### src/rtl/tetris_input_ctrl.sv
// tetris_input_ctrl: debounced, auto-repeating button front end plus gravity Down pulses for the tetris core
// Ports:
//   i_clk        system clock, rising edge
//   i_rst_n      asynchronous reset, active low
//   i_enable     game active; gates Left/Right/Down and gravity
//   i_btn_l/r/d  raw move buttons, asynchronous, active high
//   i_btn_start  raw start button, asynchronous, active high
//   o_left/o_right/o_down/o_start  registered single-cycle pulses to the core
module tetris_input_ctrl #(
    parameter int DEBOUNCE_CYCLES = 16,
    parameter int REPEAT_DELAY    = 32,
    parameter int REPEAT_RATE     = 8,
    parameter int GRAVITY_PERIOD  = 64,
    parameter int CNT_W           = 20
) (
    input  logic i_clk,
    input  logic i_rst_n,
    input  logic i_enable,
    input  logic i_btn_l,
    input  logic i_btn_r,
    input  logic i_btn_d,
    input  logic i_btn_start,
    output logic o_left,
    output logic o_right,
    output logic o_down,
    output logic o_start
);
    localparam logic [1:0] IDLE   = 2'd0;
    localparam logic [1:0] DELAY  = 2'd1;
    localparam logic [1:0] REPEAT = 2'd2;
    localparam logic [CNT_W-1:0] DB_LAST = CNT_W'(DEBOUNCE_CYCLES - 1);
    localparam logic [CNT_W-1:0] RD_LAST = CNT_W'(REPEAT_DELAY - 1);
    localparam logic [CNT_W-1:0] RR_LAST = CNT_W'(REPEAT_RATE - 1);
    localparam logic [CNT_W-1:0] GP_LAST = CNT_W'(GRAVITY_PERIOD - 1);

    logic [3:0] w_raw;
    logic [3:0] w_db;
    logic [2:0] w_pulse;
    logic w_conflict;
    logic w_grav;
    logic w_down;
    logic [CNT_W-1:0] r_gc;
    logic r_st_d;
    logic r_left;
    logic r_right;
    logic r_down;
    logic r_start;

    // channel order: 0 left, 1 right, 2 down, 3 start
    assign w_raw = {i_btn_start, i_btn_d, i_btn_r, i_btn_l};

    for (genvar g = 0; g < 4; g++) begin : g_btn
        logic r_s1;
        logic r_s2;
        logic r_db;
        logic [CNT_W-1:0] r_cnt;
        // cnt counts consecutive synced samples disagreeing with db; any agreement restarts it
        always_ff @(posedge i_clk or negedge i_rst_n) begin
            if (!i_rst_n) begin
                r_s1  <= 1'b0;
                r_s2  <= 1'b0;
                r_db  <= 1'b0;
                r_cnt <= '0;
            end else begin
                r_s1  <= w_raw[g];
                r_s2  <= r_s1;
                r_db  <= (r_s2 != r_db && r_cnt == DB_LAST) ? r_s2 : r_db;
                r_cnt <= (r_s2 == r_db || r_cnt == DB_LAST) ? '0 : r_cnt + 1'b1;
            end
        end
        assign w_db[g] = r_db;
    end

    for (genvar g = 0; g < 3; g++) begin : g_rep
        logic [1:0] r_state;
        logic [CNT_W-1:0] r_rc;
        // IDLE with db high can only be the first cycle after the debounced rise
        assign w_pulse[g] = w_db[g] && (r_state == IDLE ||
                                        (r_state == DELAY && r_rc == RD_LAST) ||
                                        (r_state == REPEAT && r_rc == RR_LAST));
        always_ff @(posedge i_clk or negedge i_rst_n) begin
            if (!i_rst_n) begin
                r_state <= IDLE;
                r_rc    <= '0;
            end else if (!w_db[g]) begin
                r_state <= IDLE;
                r_rc    <= '0;
            end else if (r_state == IDLE) begin
                r_state <= DELAY;
                r_rc    <= '0;
            end else if (r_state == DELAY) begin
                r_state <= (r_rc == RD_LAST) ? REPEAT : DELAY;
                r_rc    <= (r_rc == RD_LAST) ? '0 : r_rc + 1'b1;
            end else if (r_state == REPEAT) begin
                r_rc    <= (r_rc == RR_LAST) ? '0 : r_rc + 1'b1;
            end else begin
                r_state <= IDLE;
                r_rc    <= '0;
            end
        end
    end

    assign w_conflict = w_db[0] & w_db[1];
    assign w_grav     = i_enable && (r_gc == GP_LAST);
    assign w_down     = i_enable && (w_pulse[2] || w_grav);

    // Down has priority: a coinciding Left/Right pulse is dropped so gravity is never lost
    always_ff @(posedge i_clk or negedge i_rst_n) begin
        if (!i_rst_n) begin
            r_gc    <= '0;
            r_st_d  <= 1'b0;
            r_left  <= 1'b0;
            r_right <= 1'b0;
            r_down  <= 1'b0;
            r_start <= 1'b0;
        end else begin
            r_gc    <= (!i_enable || w_down) ? '0 : r_gc + 1'b1;
            r_left  <= i_enable && w_pulse[0] && !w_conflict && !w_down;
            r_right <= i_enable && w_pulse[1] && !w_conflict && !w_down;
            r_down  <= w_down;
            r_st_d  <= w_db[3];
            r_start <= w_db[3] && !r_st_d;
        end
    end

    assign o_left  = r_left;
    assign o_right = r_right;
    assign o_down  = r_down;
    assign o_start = r_start;
endmodule
### config.mk
export PLATFORM = sky130hd
export DESIGN_NAME = tetris_input_ctrl
export DESIGN_NICKNAME = d
export VERILOG_FILES = /design/src/rtl/tetris_input_ctrl.sv
export SDC_FILE = /design/constraint.sdc
export NUM_CORES = 1
export LEC_CHECK = 0
export CAP_MARGIN = 20
export CORE_AREA = 2 2 142 144
export DETAILED_ROUTE_END_ITERATION = 10
export DIE_AREA = 0 0 144 146
export SYNTH_ARGS = -nofsm -noshare
export SYNTH_HDL_FRONTEND = slang
export SYNTH_SLANG_ARGS = --single-unit
### constraint.sdc
create_clock -name i_clk -period 2.65 [get_ports i_clk]
set_clock_uncertainty 0.1 [all_clocks]
set_input_delay 0.3975 -clock i_clk [delete_from_list [all_inputs] [get_ports i_clk]]
set_output_delay 0.3975 -clock i_clk [all_outputs]
set_load 0.01 [all_outputs]
==> metrics.md <==
| Metric | Value |
|---|---|
| Status | completed |
| Endpoint, Worst Hold | g_btn[0].r_s2 |
| Yosys cell types | 41 |
| Clock slew at reported path FFs | 0.06 ns |
| CP max-delay cell | or4_4 |
| Final ANT Viol Nets | 0 |
| Initial antenna violation count | 0 |
| Final Cycle Share | 85.52% |
| Required time worst endpoint | 2.85 ns |
| DRC errors left | 0 |
| Final net count | 923 |
| Worst path max stage delay | 0.52 ns |
| Ant. Diodes | 0 |
| Starting Density | 44.96% |
| Boundary Pins | 11 |
| Site Rows | 51 |
| WP data arrival | 2.47 ns |
| Clk_lat worst skew | 0.42 ns |
| Root buffer cell | clkbuf_16 |
| Register bit total from synthesis | 183 |
| Yosys warns | 0 |
| Critical path, cell by cell | nor4_1 -> nand4_1 -> or4_4 -> a32oi_2 -> buf_4 -> nor2_1 |
| Worst r2r src | g_rep[0].r_rc[13] |
| Synth Instances | 888 |
| Avg Inst Size Synth | 9.790 sq um |
| P&R area growth vs syn | 12.09% |
| Port Buffers | 10 |
| Layout cell share with drive strength beyond 1 | 5.755% |
| Vias per inst | 5.094 |
| DRT iter0 DRCs | 324 |
| Core footprint | 19330 sq um |
| Minimum clock period | roughly 2.3 ns |
| Max-slew violations | 0 |
| Hold crit path type | register to register |
| CTS Sinks | ~180 |
| Sequential area share after synthesis | 52.68% |
| 1st-pass router iterations | 4 |
| Synth area leaders | dfrtp_1 (53%), nor2_1 (7.9%), xnor2_1 (7.7%) |
| Area taken by multi-input logic gates | 3896 sq um |
| Cell Pwr Density | 567.6 nW/um^2 |
| CTS Buffer Depth | 2 |
| Die area | 21020 sq um |
| Lkg Pwr | approximately 0.0040 uW |
| Die Ht | 146 um |
| Hold Path Depth | 0 |
| Largest net degree at the start of global routing | 67 |
| Vias in the first global route | approximately 5.9k |
| Synth Flop Type | dfrtp_1 |
| Hold path startpoint | g_btn[0].r_s1 |
| First-pass GRT wire length | around 28000 um |
| Peak VDD IR | 0.4568 mV |
| Setup crit end kind | register |
| Fraction of registers with async set/reset | 100.0% |
| WL final | 15430 um |
| GRT Residual Overflow | 0 |
| Hold Fails Final Rpt | 0 |
| CP startpoint | g_rep[0].r_rc[13] |
| Sequential standard cell area | 4579 sq um |
| Max cap viols | 0 |
| Critical Path Source Type | register |
| Synthesized area | 8693 sq um |
| Gp weighted congestion | 0.7635 |
| Rel. slew slack | around three fifths |
| Cell taking the most area after synthesis | dfrtp_1 |
| Per-cell routed wire length | 13.01 um |
| Chip Width | 144 um |
| RSZ-0062 raised after global routing | no |
| TritonCTS Buffers | 17 |
| Reg-to-Reg End | g_rep[0].r_rc[11] |
| Worst Max-Slew Pin Slew | around 0.58 ns |
| Post-Syn Nets | 903 |
| Setup TNS | 0 ns |
| Worst Reg-to-Reg Cells | 6 |
| Top cell family by delay on the critical path | simple AND/OR/NAND/NOR gates |
| Vias | 6041 |
| F_max | around 440 MHz |
| Post-DP HPWL | 10190 um |
| Worst reg-to-reg setup slack | 0.38 ns |
| Maximum fanout along the worst path | 20 |
| Fillcell total | roughly 1.8k |
| Post-synth top area share | 52.68% |
| TritonCTS clock tree | done |
| Crit path kind | register to register |
| CP bufs+invs | 1 |
| Layout Utilization | 50.40% |
| Htree depth | 4 |
| Final setup vio count | 0 |
| GRT Overall Usage | between 10% and 20% |
| EDFF count, synth | 0 |
## worst max-delay path by stage
stage | depth (start not counted) | to | slack [ns]
2_1_floorplan | 6 | g_rep[0].r_rc[11] | 0.69
3_3_place_gp | 5 | o_right | 0.46
3_5_place_dp | 6 | g_rep[0].r_rc[7] | 0.39
4_1_cts | 6 | g_rep[0].r_rc[11] | 0.37
5_1_grt | 6 | g_rep[0].r_rc[11] | 0.19
6_report | 6 | g_rep[0].r_rc[11] | 0.38
## synth_stat cells (6+ instances only)
master    number
dfrtp_1      183
nor2_1       183
xnor2_1       76
xor2_1        67
nand2_1       61
nand3_1       50
nand4_1       36
nor4_1        33
nor3_1        28
inv_1         26
and4_1        21
and3_1        18
clkbuf_1      18
o21ai_0       10
and2_1         9
or3_1          9
a21oi_1        8
ha_1           8
buf_2          6
nor2b_1        6
## final cells by class
class | count | share of cell area, %
flip-flops and latches | 183 | 47.00
repair buffers | 27 | 2.530
clock inverters | 8 | 1.246
clock buffers | 24 | 4.841
multi-input cells | 653 | 39.98
inverters | 26 | 1.002
well taps | 265 | 3.403
## what timing repair did
action                                 in CTS  in global routing
buffers inserted                            0                  0
resized for setup                           0                  0
hold buffers                                1                  0
endpoints found under the hold margin      60                  0
## layout by cell type, fill, tap and decap left out, types with 2 or more instances in the layout
cell,Yosys,final
clkdlybuf4s50_1,0,9
nand4_1,36,36
dfrtp_1,183,183
nor4_1,33,33
and3_1,18,18
nand2_1,61,61
buf_4,0,15
or3_1,9,9
inv_1,26,26
and2_1,9,9
mux2_2,3,3
nor3b_1,3,3
bufinv_16,0,3
nor2b_1,6,6
clkbuf_1,18,5
xnor2_1,76,76
or4_1,2,2
o22a_1,2,2
nor3_1,28,28
nor2_1,183,183
nand2b_1,3,3
a31oi_1,2,2
o21ai_0,10,7
clkbuf_8,0,3
clkbuf_16,0,17
clkinv_2,0,3
a21oi_1,8,8
o21ai_1,0,3
ha_1,8,8
o21a_1,2,2
and4_1,21,21
nand3_1,50,50
xor2_1,67,67
## routing by layer
layer,up-vias,track usage [%],routed length (um)
li1,3057,-,-
met1,2935,23.61,8074
met2,43,24.24,6883
met3,6,3.949,364
met4,0,4.167,104
met5,-,0,0
## power breakdown
| part | total, uW | switching, uW | internal, uW |
|---|---|---|---|
| clock network | 2550 | 1020 | 1530 |
| registers | 2840 | 18.7 | 2820 |
| logic | 144 | 98.9 | 45.0 |
| total | 5530 | 1130 | 4400 |
## logic make-up after synthesis
logic type,share of synthesized area (%)
buffers and inverters,2.504
XOR/XNOR,14.41
AND/OR/NAND/NOR,26.47
adder cells (fa/ha/maj),1.151
multiplexers,0.3886
flip-flops,52.68
AO/OA/AOI/OAI,2.404
## through the flow
stage	total power [uW]	hold slack, ns	cell area (sq um)	instances	worst slack, ns
after floorplan	2940	0.001909	8693	888	0.6901
after global placement	3036	0.2339	9141	1153	0.4644
after detailed placement	3039	0.2347	9141	1153	0.3942
after CTS	5612	0.2490	9744	1186	0.3730
after global routing	5770	0.2599	9744	1186	0.1917
final	5531	0.2472	9744	1186	0.3836
## state kept, by name (all words and copies together), names as in the netlist
signal / flops
r_st_d: 1
g_btn.r_cnt: 80
o_start: 1
g_rep.r_state: 6
g_btn.r_s1: 4
o_down: 1
o_right: 1
o_left: 1
g_btn.r_s2: 4
g_btn.r_db: 4
g_rep.r_rc: 60
r_gc: 20
Note: power is estimated with default switching activity, not from simulation.
